`src/rtl/multi_channel_debouncer.sv`:
```
`default_nettype none
// ============================================================================
// Module   : multi_channel_debouncer
// Brief    : Per-channel synchroniser, stability filter, edge and long-press
//            strobes for push-button / switch inputs.
// Revision : 1.0 - initial release
// ============================================================================
module multi_channel_debouncer #(
    parameter int CHANNELS      = 4,
    parameter int SYNC_STAGES   = 2,
    parameter int STABLE_CYCLES = 16,
    parameter int ACTIVE_LOW    = 0,
    parameter int LONG_CYCLES   = 0
) (
    input  logic                clk,
    input  logic                rst_n,
    input  logic [CHANNELS-1:0] in,
    output logic [CHANNELS-1:0] out,
    output logic [CHANNELS-1:0] rise,
    output logic [CHANNELS-1:0] fall,
    output logic [CHANNELS-1:0] long_press
);

    localparam int                 c_cnt_w       = $clog2(STABLE_CYCLES + 1);
    localparam logic [c_cnt_w-1:0] c_stable_last = c_cnt_w'(STABLE_CYCLES - 1);
    localparam logic [c_cnt_w-1:0] c_cnt_one     = c_cnt_w'(1);
    // Raw level seen when the button is released.
    localparam logic               c_idle        = (ACTIVE_LOW != 0);

    for (genvar i = 0; i < CHANNELS; i++) begin : g_ch
        logic [SYNC_STAGES-1:0] r_sync;
        logic [c_cnt_w-1:0]     r_cnt;
        logic                   r_out;
        logic                   r_rise;
        logic                   r_fall;
        logic                   w_s;

        assign w_s     = r_sync[SYNC_STAGES-1] ^ c_idle;
        assign out[i]  = r_out;
        assign rise[i] = r_rise;
        assign fall[i] = r_fall;

        always_ff @(posedge clk) begin
            if (!rst_n) begin
                r_sync <= {SYNC_STAGES{c_idle}};
                r_cnt  <= '0;
                r_out  <= 1'b0;
                r_rise <= 1'b0;
                r_fall <= 1'b0;
            end else begin
                r_sync <= {r_sync[SYNC_STAGES-2:0], in[i]};
                r_rise <= 1'b0;
                r_fall <= 1'b0;
                if (w_s == r_out) begin
                    r_cnt <= '0;
                end else if (r_cnt == c_stable_last) begin
                    // Disagreement held for the full window: accept the new level.
                    r_cnt  <= '0;
                    r_out  <= w_s;
                    r_rise <= w_s;
                    r_fall <= ~w_s;
                end else begin
                    r_cnt <= r_cnt + c_cnt_one;
                end
            end
        end

        if (LONG_CYCLES > 0) begin : g_long
            localparam int                  c_hold_w    = $clog2(LONG_CYCLES + 1);
            localparam logic [c_hold_w-1:0] c_long_last = c_hold_w'(LONG_CYCLES - 1);
            localparam logic [c_hold_w-1:0] c_hold_one  = c_hold_w'(1);

            logic [c_hold_w-1:0] r_hold;
            logic                r_fired;
            logic                r_long;

            assign long_press[i] = r_long;

            always_ff @(posedge clk) begin
                if (!rst_n || !r_out) begin
                    r_hold  <= '0;
                    r_fired <= 1'b0;
                    r_long  <= 1'b0;
                end else if (!r_fired) begin
                    r_hold  <= r_hold + c_hold_one;
                    r_long  <= (r_hold == c_long_last);
                    r_fired <= (r_hold == c_long_last);
                end else begin
                    // Fired once for this press; hold saturates until release.
                    r_long <= 1'b0;
                end
            end
        end else begin : g_no_long
            assign long_press[i] = 1'b0;
        end
    end

endmodule
`default_nettype wire
```
`config.mk`:
```
export PLATFORM = sky130hd
export DESIGN_NAME = multi_channel_debouncer
export DESIGN_NICKNAME = d
export VERILOG_FILES = /design/src/rtl/multi_channel_debouncer.sv
export SDC_FILE = /design/constraint.sdc
export NUM_CORES = 1
export LEC_CHECK = 0
export CORE_MARGIN = 3
export CORE_UTILIZATION = 55
export CTS_CLUSTER_DIAMETER = 80
export CTS_CLUSTER_SIZE = 40
export DETAILED_ROUTE_END_ITERATION = 6
export HOLD_SLACK_MARGIN = 0.12
export PLACE_DENSITY = 0.81
export SLEW_MARGIN = 20
export SYNTH_ARGS = -nofsm -noshare
export SYNTH_HDL_FRONTEND = slang
export SYNTH_SLANG_ARGS = --single-unit
```
`constraint.sdc`:
```
create_clock -name clk -period 3.3 [get_ports clk]
set_clock_uncertainty 0.2 [all_clocks]
set_input_delay 0.33 -clock clk [delete_from_list [all_inputs] [get_ports clk]]
set_output_delay 0.33 -clock clk [all_outputs]
set_load 0.01 [all_outputs]
```
## Word-level counts from Yosys, hierarchy flattened

Cells that the tools add are included.

- Register bits after elaboration: 40
- Logic and storage cells: 57
- Input port bits: 6
- Output and inout bits: 16

- Equal/unequal tests: 8
- Reduce and logical (&&, ||, !) cells: 12
- Bitwise logic cells: 13
- Add/sub/neg operators: 4

Operator list:

| cell | count |
|---|---|
| OR reduction 3 bit | 8 |
| adder 5 x 1 -> 5 bit, second input constant | 4 |
| == test 5 x 4 -> 1 bit, second input constant | 4 |
| inverter 1 bit | 13 |
| AND reduction 2 bit | 4 |
| == test 1 bit | 4 |

## Depth between registers and ports, before layout

- Depth in word-level cells: 3
- Mapped depth: 5

## Worst setup path after synthesis

OpenSTA, ideal clock, no wires.

- Path kind: reg-to-reg
- From: register g_ch[1].r_cnt[0]
- To: register g_ch[1].r_cnt[2]
- Cell stages (with the launch flop): 6
- Path buffers: 0
- Clock period less this slack: 1.490 ns
- Path slack: 1.810 ns
- Data arrival time: 1.225 ns
- Library setup time: 0.064 ns
- Cell sequence: dfxtp_1 -> ha_1 -> and3_1 -> ha_1 -> nand3b_2 -> nor2_1

- Longest elaborated chain between the ends: 2
- Elaborated cells between the ends (all ways): 3
- Those cells by class: add/sub (1); eq/ne (1); reduce/logical (1)

RTL lines:

| item | line | RTL |
|---|---|---|
| start, declared | 32 | `logic [c_cnt_w-1:0] r_cnt;` |
| start signal, assigned | 63 | `r_cnt <= r_cnt + c_cnt_one;` |
| branches (longest 2 deep; another with adder 5 x 1 -> 5 bit) | n/a |  |

Several ways; the timed one is not identified.
A chain may end at the register's enable or synchronous reset.

## Final worst setup path

- From: register g_ch[0].r_out
- To: output out[0]

RTL lines:

| item | line | RTL |
|---|---|---|
| start, declared | 33 | `logic r_out;` |
| start signal, assigned | 59 | `r_out <= w_s;` |
| end, declared | 18 | `output logic [CHANNELS-1:0] out,` |

No word-level cell between the ends.

==> impl_metrics.env <==
export IMPL_status="finished, final reports clean"
export IMPL_synth_top_cell_area_share_pct=52.5
export IMPL_crit_type="reg2out"
export IMPL_grt_pass1_wl_mm=3.50
export IMPL_critPathCaptureType="output port"
export IMPL_start_util_pct=59.5
export IMPL_ys_seq_elements=40
export IMPL_nets=170
export IMPL_utilization_pct=64.7
export IMPL_synth_common_cells="dfxtp_1, nor2_1, buf_4"
export IMPL_post_synth_top_count_cell="dfxtp_1"
export IMPL_fmaxAchievable_ghz=0.536
export IMPL_period_share_pct=56.6
export IMPL_area_growth_pct=8.77
export IMPL_cts_root_buffer="clkbuf_4"
export IMPL_cts_made_buffers=5
export IMPL_crit_fanout=5
export IMPL_htree_levels=2
export IMPL_grt_usage_pct=13.8
export IMPL_worst_path_stages=1
export IMPL_synth_edf_count=0
export IMPL_syn_cell_area_um2=1530
export IMPL_crit_buf_inv=1
export IMPL_viasPerCell=4.83
export IMPL_slew_viol_final=0
export IMPL_die_w_um=58.7
export IMPL_yosys_top_cells_area="dfxtp_1, buf_4, ha_1, nor2_1, xor2_1"
export IMPL_hpwlAfterDp_mm=1.41
export IMPL_cts_buffer_depth=2
export IMPL_setup_viol=0
export IMPL_die_height_um=58.7
export IMPL_synthArstFlopShare_pct=0
export IMPL_reg2reg_slack_ps=1650
export IMPL_power_mw=0.733
export IMPL_hold_path_end="g_ch[0].r_sync[1]"
export IMPL_hold_viol=0
export IMPL_dieArea_um2=3440
export IMPL_rr_worst_depth=5
export IMPL_drive_above_1_share_pct=6.41
export IMPL_diodes=0
export IMPL_vias=898
export IMPL_ctsHoldBuffers=0
export IMPL_powerDensity_nw_per_um2=442
export IMPL_cp_slowest_cell="clkdlybuf4s50_1"
export IMPL_fin_crit_ps=1870
export IMPL_io_buffers=17
export IMPL_antenna_found_initial=0
export IMPL_avgRoutedWirePerCell_um=10.5
export IMPL_max_cap_violations=0
export IMPL_required_ps=2770
export IMPL_drtAntennaViolNets=0
export IMPL_avgSynthCellArea_um2=10.4
export IMPL_core_area_um2=2570
export IMPL_cts_num_sinks=40
export IMPL_hp_start="g_ch[0].r_sync[0]"
export IMPL_rows=18
export IMPL_critPathTopFamily="buffers and inverters"
export IMPL_max_stage_delay_ps=570
export IMPL_drc=0
export IMPL_fin_setup_tns_ps=0
export IMPL_grt_max_degree=21
export IMPL_crit_chain="clkdlybuf4s50_1"
export IMPL_max_slew_margin_pct=59.2
export IMPL_insertion_delay_ps=330
export IMPL_drtIter0Drc=3
export IMPL_p_leak_nw=0.645
export IMPL_syn_inst=147
export IMPL_cts_clk_slew_worst_paths_ps=110
export IMPL_yosysUniqueCellTypes=17
export IMPL_cts_resized=0
export IMPL_routed_wl_mm=1.95
export IMPL_whs_path_depth=1
export IMPL_tightest_slew_ps=610
export IMPL_grt_pass1_vias=879
export IMPL_pin_count=22
export IMPL_critPathArrivalTime_ps=1340
export IMPL_place_congestion=0.709
export IMPL_seq_area_frac_synth_pct=52.5
export IMPL_cts_tree="yes"
export IMPL_whs_ps=244
export IMPL_r2r_start="g_ch[3].r_cnt[0]"
export IMPL_peakVddDrop_mv=0.396
export IMPL_drt_first_pass_iters=4
export IMPL_r2r_end="g_ch[3].r_cnt[3]"
export IMPL_min_path_type="reg2reg"
export IMPL_yosys_warnings=0
export IMPL_yosysTopAreaCell="dfxtp_1"
export IMPL_start_kind="register"
export IMPL_grt_overflow=0
export IMPL_rsz0062_at_grt="false"
export IMPL_yosys_most_used_dff="dfxtp_1"
export IMPL_cts_setup_buffers=0
routing by layer:
layer | wire [um] | track usage, %
met2 | 910 | 23.3
met1 | 863 | 14.9
met5 | 0 | 0
met3 | 118 | 4.61
met4 | 53 | 8.74
final cells by class:
cell class	count	area, um^2
Multi-Input combinational cell	84	576
Inverter	8	30.0
Clock buffer	6	41.3
Fill cell	225	907
Tap cell	30	37.5
Sequential cell	40	801
Timing Repair Buffer	17	170
Clock inverter	1	5.00
per-stage QoR:
stage	std cells	setup WS, ps	instance area, um^2
final	186	1430	1660
after detailed placement	179	1420	1610
after global routing	186	1320	1660
after global placement	179	1470	1610
after floorplan	150	1810	1540
after CTS	186	1410	1660
state kept, by name (all words and copies together), names as in the netlist:
name and flops:
g_ch.r_cnt 20, g_ch.r_out 4, g_ch.r_sync 8, g_ch.r_rise 4, g_ch.r_fall 4
worst max path at each step:
stage | slack, ps | to | from
2_1_floorplan | 1810 | g_ch[1].r_cnt[2] | g_ch[1].r_cnt[0]
3_3_place_gp | 1470 | g_ch[1].r_rise | rst_n
6_report | 1430 | out[0] | g_ch[0].r_out
5_1_grt | 1320 | out[1] | g_ch[1].r_out
3_5_place_dp | 1420 | g_ch[2].r_cnt[3] | rst_n
4_1_cts | 1410 | out[1] | g_ch[1].r_out
placed cells by master (no fill, tap or decap), types with 5 or more instances in the layout:
cell type,Yosys,layout
dfxtp_1,40,40
nor2_1,20,20
clkdlybuf4s50_1,0,17
inv_1,8,8
xor2_1,8,8
nor3b_1,8,8
and2_1,8,8
ha_1,8,8
clkbuf_4,0,5
power breakdown:
part / total (mW) / internal (mW) / switching, mW
Sequential: 0.492 / 0.489 / 0.00384
Clock: 0.220 / 0.0785 / 0.141
Combinational: 0.0209 / 0.0108 / 0.0101
kinds of logic after synthesis:
| group | count (synthesis) | share of synthesized area [%] |
|---|---|---|
| muxes | 4 | 2.62 |
| and+or+nand+nor | 56 | 20.7 |
| DFF | 40 | 52.5 |
| xor gates and xnor gates | 12 | 6.89 |
| adders and majority gates | 8 | 6.56 |
| other | 1 | 0.246 |
| buffers and inverters | 26 | 10.6 |
No activity file was read; power rests on OpenSTA's default activity.
